<file path="src/rtl/timer_bus_if.sv">
// CPU data-memory bus as seen by a memory-mapped responder.
// The CPU drives the address, strobes and store data; the device drives load data and the interrupt.
interface timer_bus_if #(
    parameter int unsigned DBITS = 32
);
    logic [DBITS-1:0] memAddrBus;
    logic             weBus;
    logic             reBus;
    logic [DBITS-1:0] dataBusIn;
    logic [DBITS-1:0] dataBusOut;
    logic             intr;
    logic [DBITS-1:0] intrId;

    modport master (
        output memAddrBus, weBus, reBus, dataBusIn,
        input  dataBusOut, intr, intrId
    );

    modport slave (
        input  memAddrBus, weBus, reBus, dataBusIn,
        output dataBusOut, intr, intrId
    );
endinterface

</file>
<file path="src/rtl/timer_bus_device.sv">
// Memory-mapped interval timer: TCNT/TLIM/TCTL registers, a prescaled tick,
// and a level interrupt raised when the count wraps at the limit.
module timer_bus_device #(
    parameter int unsigned       DBITS        = 32,
    parameter logic [DBITS-1:0]  BASE_ADDR    = 32'hF000_0020,
    parameter int unsigned       CLK_PER_TICK = 10000,
    parameter logic [DBITS-1:0]  DEVICE_ID    = 32'h1
) (
    input  logic        clk,
    input  logic        reset,
    timer_bus_if.slave  bus
);
    localparam int unsigned PW = (CLK_PER_TICK > 1) ? $clog2(CLK_PER_TICK) : 1;
    localparam logic [PW-1:0] PRESC_LAST = PW'(CLK_PER_TICK - 1);

    localparam logic [DBITS-3:0] TCNT_WA = BASE_ADDR[DBITS-1:2];
    localparam logic [DBITS-3:0] TLIM_WA = TCNT_WA + 1'b1;
    localparam logic [DBITS-3:0] TCTL_WA = TCNT_WA + 2'd2;

    logic [DBITS-1:0] tcnt_q, tcnt_d;
    logic [DBITS-1:0] tlim_q, tlim_d;
    logic [PW-1:0]    presc_q, presc_d;
    logic             ready_q, ready_d;
    logic             ie_q, ie_d;
    logic             ovr_q, ovr_d;

    logic sel_cnt, sel_lim, sel_ctl;
    logic wr_cnt, wr_lim, wr_ctl;
    logic running, tick, match, hw_ready_set, ready_clr, ovr_clr;
    logic unused_addr_lsbs;

    assign unused_addr_lsbs = ^bus.memAddrBus[1:0];

    assign sel_cnt = (bus.memAddrBus[DBITS-1:2] == TCNT_WA);
    assign sel_lim = (bus.memAddrBus[DBITS-1:2] == TLIM_WA);
    assign sel_ctl = (bus.memAddrBus[DBITS-1:2] == TCTL_WA);
    assign wr_cnt  = bus.weBus && sel_cnt;
    assign wr_lim  = bus.weBus && sel_lim;
    assign wr_ctl  = bus.weBus && sel_ctl;

    assign running      = (tlim_q != '0);
    assign tick         = running && (presc_q == PRESC_LAST);
    assign match        = tick && (tcnt_q == tlim_q - 1'b1);
    // A same-cycle TCNT store replaces the wrap, so it must not raise READY either.
    assign hw_ready_set = match && !wr_cnt;
    assign ready_clr    = wr_ctl && !bus.dataBusIn[0];
    assign ovr_clr      = wr_ctl && !bus.dataBusIn[2];

    always_comb begin
        presc_d = presc_q;
        tcnt_d  = tcnt_q;
        tlim_d  = tlim_q;
        ready_d = ready_q;
        ovr_d   = ovr_q;
        ie_d    = ie_q;

        if (running) begin
            presc_d = tick ? '0 : presc_q + 1'b1;
        end
        if (tick) begin
            tcnt_d = match ? '0 : tcnt_q + 1'b1;
        end
        if (wr_cnt) begin
            tcnt_d  = bus.dataBusIn;
            presc_d = '0;
        end
        if (wr_lim) begin
            tlim_d  = bus.dataBusIn;
            tcnt_d  = '0;
            presc_d = '0;
        end

        if (wr_ctl) begin
            ie_d = bus.dataBusIn[1];
        end
        if (ready_clr) begin
            ready_d = 1'b0;
        end
        if (ovr_clr) begin
            ovr_d = 1'b0;
        end
        // Hardware set beats a software clear; overrun only if READY survives this cycle.
        if (hw_ready_set) begin
            ready_d = 1'b1;
            if (ready_q && !ready_clr) begin
                ovr_d = 1'b1;
            end
        end
    end

    always_ff @(posedge clk) begin
        if (reset) begin
            presc_q <= '0;
            tcnt_q  <= '0;
            tlim_q  <= '0;
            ready_q <= 1'b0;
            ovr_q   <= 1'b0;
            ie_q    <= 1'b0;
        end else begin
            presc_q <= presc_d;
            tcnt_q  <= tcnt_d;
            tlim_q  <= tlim_d;
            ready_q <= ready_d;
            ovr_q   <= ovr_d;
            ie_q    <= ie_d;
        end
    end

    always_comb begin
        bus.dataBusOut = '0;
        if (bus.reBus) begin
            if (sel_cnt) begin
                bus.dataBusOut = tcnt_q;
            end else if (sel_lim) begin
                bus.dataBusOut = tlim_q;
            end else if (sel_ctl) begin
                bus.dataBusOut = {{(DBITS-3){1'b0}}, ovr_q, ie_q, ready_q};
            end
        end
    end

    assign bus.intr   = ready_q && ie_q;
    assign bus.intrId = bus.intr ? DEVICE_ID : '0;
endmodule
</file>
<file path="src/flat_wrapper.sv">
// flat-port wrapper written by rule: the top's interface ports become plain ports
module timer_bus_device_flat 
#(
    parameter int unsigned       DBITS        = 32,
    parameter logic [DBITS-1:0]  BASE_ADDR    = 32'hF000_0020,
    parameter int unsigned       CLK_PER_TICK = 10000,
    parameter logic [DBITS-1:0]  DEVICE_ID    = 32'h1
)
  (clk, reset, bus_memAddrBus, bus_weBus, bus_reBus, bus_dataBusIn, bus_dataBusOut, bus_intr, bus_intrId);
  timer_bus_if #(.DBITS(DBITS)) bus_i ();
  input  logic clk;
  input  logic reset;
  input wire logic [$bits(bus_i.memAddrBus)-1:0] bus_memAddrBus;
  input wire logic [$bits(bus_i.weBus)-1:0] bus_weBus;
  input wire logic [$bits(bus_i.reBus)-1:0] bus_reBus;
  input wire logic [$bits(bus_i.dataBusIn)-1:0] bus_dataBusIn;
  output wire logic [$bits(bus_i.dataBusOut)-1:0] bus_dataBusOut;
  output wire logic [$bits(bus_i.intr)-1:0] bus_intr;
  output wire logic [$bits(bus_i.intrId)-1:0] bus_intrId;
  assign bus_i.memAddrBus = bus_memAddrBus;
  assign bus_i.weBus = bus_weBus;
  assign bus_i.reBus = bus_reBus;
  assign bus_i.dataBusIn = bus_dataBusIn;
  assign bus_dataBusOut = bus_i.dataBusOut;
  assign bus_intr = bus_i.intr;
  assign bus_intrId = bus_i.intrId;
  timer_bus_device #(.DBITS(DBITS), .BASE_ADDR(BASE_ADDR), .CLK_PER_TICK(CLK_PER_TICK), .DEVICE_ID(DEVICE_ID)) u_core (.clk(clk), .reset(reset), .bus(bus_i));
endmodule
</file>
<file path="config.mk">
export PLATFORM = sky130hd
export DESIGN_NAME = timer_bus_device_flat
export DESIGN_NICKNAME = d
export VERILOG_FILES = /design/src/rtl/timer_bus_if.sv /design/src/rtl/timer_bus_device.sv /design/src/flat_wrapper.sv
export SDC_FILE = /design/constraint.sdc
export NUM_CORES = 1
export LEC_CHECK = 0
export CAP_MARGIN = 5
export CORE_MARGIN = 2
export CORE_UTILIZATION = 52
export DETAILED_ROUTE_END_ITERATION = 6
export PLACE_DENSITY = 0.82
export SYNTH_ARGS = -nofsm -noshare
export SYNTH_HDL_FRONTEND = slang
export SYNTH_SLANG_ARGS = --single-unit
</file>
<file path="constraint.sdc">
create_clock -name clk -period 3.47 [get_ports clk]
set_input_delay 0.5205 -clock clk [delete_from_list [all_inputs] [get_ports clk]]
set_output_delay 0.5205 -clock clk [all_outputs]
set_load 0.005 [all_outputs]
</file>
==> results.toml <==
[logic_synthesis]
synth.area.mux_share = 0.00836
synth_top_cells_by_count = "nand2_1 (98), dfxtp_1 (81), a21oi_1 (80), clkbuf_1 (62), nor2_1 (60)"
synth_edf_count = 0
ys_warn_count = 0
synth-xor-area-share = 0.0881
syn_avg_cell_area_um2 = 7.20
yosys.area_share.adder = 0.00816
synth_cell_types = 66
yosys.area_share.simple = 0.354
synthMostInstantiatedCell = "nand2_1"
syn_inst = 852
netlist.area_leader.share = 0.264
synth_top_family_by_area = "simple AND/OR/NAND/NOR gates"
yosysSeqAreaShare = 0.264
async_flop_share = 0
synth_area_leaders = "dfxtp_1 (26%), a21oi_1 (6.5%), nand2_1 (6.0%)"
ys_ff_latch = 81
synthFlopType = "dfxtp_1"
syn_area_um2 = 6130
yosys.area.top_type = "dfxtp_1"
synth_compound_area_frac = 0.181

[detailed_routing]
initialDrtViolationCount = 511
vias_per_cell = 6.18
num_vias = 6677
drc = 0
drtAntennaViolNets = 0
drt-total-wl_mm = 19.0
post_drt_wl_per_cell_um = 17.6
firstDrtPassIters = 5

[worst_hold_path]
worstHoldPathType = "reg2reg"
worstHoldStart = "u_core.ovr_q$_SDFF_PP0_"
whs_endpoint = "u_core.ovr_q$_SDFF_PP0_"
whs_path_depth = 2

[pwr]
power_frac_seq = 0.461
p_int_mw = 1.52
p_clk_frac = 0.469
power_leakage_nw = 2.77
ir_drop_uv = 366
p_total_mw = 2.02
power.density_nw_per_um2 = 266
power_switching_mw = 0.499
p_sw_frac = 0.246
pwr-share-comb = 0.070

[placed_design]
gp_congestion = 0.929
numPortBuffers = 99
place_area_um2 = 7290
dp_hpwl_mm = 13.3
placedCellCount = 1065
place_ws_ns = 0.103

[global_route]
grt_pass1_wl_mm = 31.2
grt-ovfl-total = 0
grt_pass1_vias = 6261
antenna_found_initial = 0
grt_max_degree = 45
grtUsageTotal = 0.303

[timing]
hold_viol_final = 0
clock.fmax_mhz = 295
fin_ws_ns = 0.0844
holdWs_ns = 0.478
rsz0062_at_grt = "yes"
fin_crit_sh = 0.976
finalSetupTns_ns = 0
finalCriticalPeriod_ns = 3.39
worst_slew_pin_slew_ns = 0.939
setup_viol = 0
fin_skew_ns = 0.00873
drv_slew = 0
relSlewSlack = 0.372

[die]
die_h_um = 113
start_util = 0.535
die_area_um2 = 12700
die_x_um = 113
fp.coreArea_um2 = 11500
ios = 133
rows = 39

[setup_path]
r2r-start = "u_core.tlim_q[16]$_SDFFE_PP0P_"
critPathMaxFanout = 31
reg2reg_depth = 9
r2r_end = "u_core.tcnt_q[9]$_SDFFE_PP0P_"
cp-startpoint = "bus_memAddrBus[28]"
critPathKind = "in2out"
r2r_slack_ns = 0.18
required_ns = 2.95
critPathLaunchType = "input pin"
cp-end-kind = "primary output"
cp_data_arrival_time_ns = 2.87

[clock_network]
cts_setup_buffers = 0
clockRootBuffer = "clkbuf_16"
cts-buffers-inserted = 9
cts_resized = 0
htreeDepth = 3
clkSlewWorstSetupHoldPaths_ns = 0.07
ctsHoldBuffers = 0
cts.sinks = 81
clk_latency_ns = 0.37
cts_tree = "done"
clk_path_buf_depth = 2

[final_layout]
nFillCells = 972
final_area_um2 = 7600
fin_util = 0.663
area_growth_pct = 23.9
diodes = 0
post_layout_nonfiller_instances = 1081
layout.nets = 1005
drive_above_1_share = 0.0917

[run_status]
status = "complete, no violations"

[flow_run]
maxCapViolCount = 0
==> final cells by class <==
type	instances	area [um2]	area share
clock buffer	10	239	0.0314
clock inverter	6	48.8	0.00642
inverter	12	45.0	0.00592
multi-input combinational	681	4070	0.536
sequential	81	1620	0.213
tap	143	179	0.0235
timing repair buffer	148	1400	0.184
==> layer usage <==
layer / GRT usage / wire length [um] / part of all wire
met2: 0.484 / 8890 / 0.47
met3: 0.0745 / 1600 / 0.084
met1: 0.383 / 7920 / 0.42
met5: 0 / 0 / 0
met4: 0.143 / 606 / 0.032
==> worst max-delay path by stage <==
stage	slack, ns	to	depth (start not counted)
global placement	0.15	bus_dataBusOut[10]	8
global route	-0.05	bus_dataBusOut[10]	8
detailed placement	0.10	bus_dataBusOut[31]	8
finish	0.08	bus_dataBusOut[31]	8
CTS	0.11	bus_dataBusOut[31]	8
floorplan	0.65	u_core.tcnt_q[9]$_SDFFE_PP0P_	11
==> cell families (layout without fill, tap and decap cells) <==
family,after synthesis,count (layout)
compound gates,178,178
xor+xnor,60,60
fa+ha+maj,4,4
buf+inv,120,176
flops,81,81
mux,5,5
other cells,1,31
simple gates,403,403
==> flip-flops by register name, indices dropped and copies added, names as in the netlist <==
signal / cells
u_core.ready_q: 1
u_core.tlim_q: 32
u_core.tcnt_q: 32
u_core.presc_q: 14
u_core.ovr_q: 1
u_core.ie_q: 1
==> cells in the final DEF (no fill, tap or decap), drive strengths merged, types with 8 or more instances in the layout <==
cell,Yosys,layout
clkdlybuf4s50,0,99
nand3,54,54
dfxtp,81,81
xor2,22,22
nand2,98,98
nand4,30,30
a31oi,18,18
nor2b,34,34
a21oi,80,80
a22oi,40,40
buf,46,49
conb,1,31
inv,12,15
xnor2,37,37
nor2,60,60
clkbuf,62,10
o21ai,12,12
and3,34,34
nor4,26,26
or4,8,8
nor3,17,17
==> worst max-delay path: stages <==
cell,delay (ns)
clkdlybuf4s50_1,0.45
nor4bb_1,0.29
nand4_1,0.17
nor4_2,0.35
buf_12,0.25
a22oi_1,0.15
nor2b_1,0.15
clkdlybuf4s50_1,0.53
==> power by group through the flow <==
stage / Sequential [mW] / Combinational [mW] / Clock (mW)
3_3_place_gp: 0.953 / 0.137 / 0
3_5_place_dp: 0.953 / 0.139 / 0
4_1_cts: 0.932 / 0.140 / 0.955
2_1_floorplan: 0.953 / 0.0642 / 0
5_1_grt: 0.932 / 0.151 / 0.985
6_report: 0.932 / 0.142 / 0.949
No activity file was read; power rests on OpenSTA's default activity.
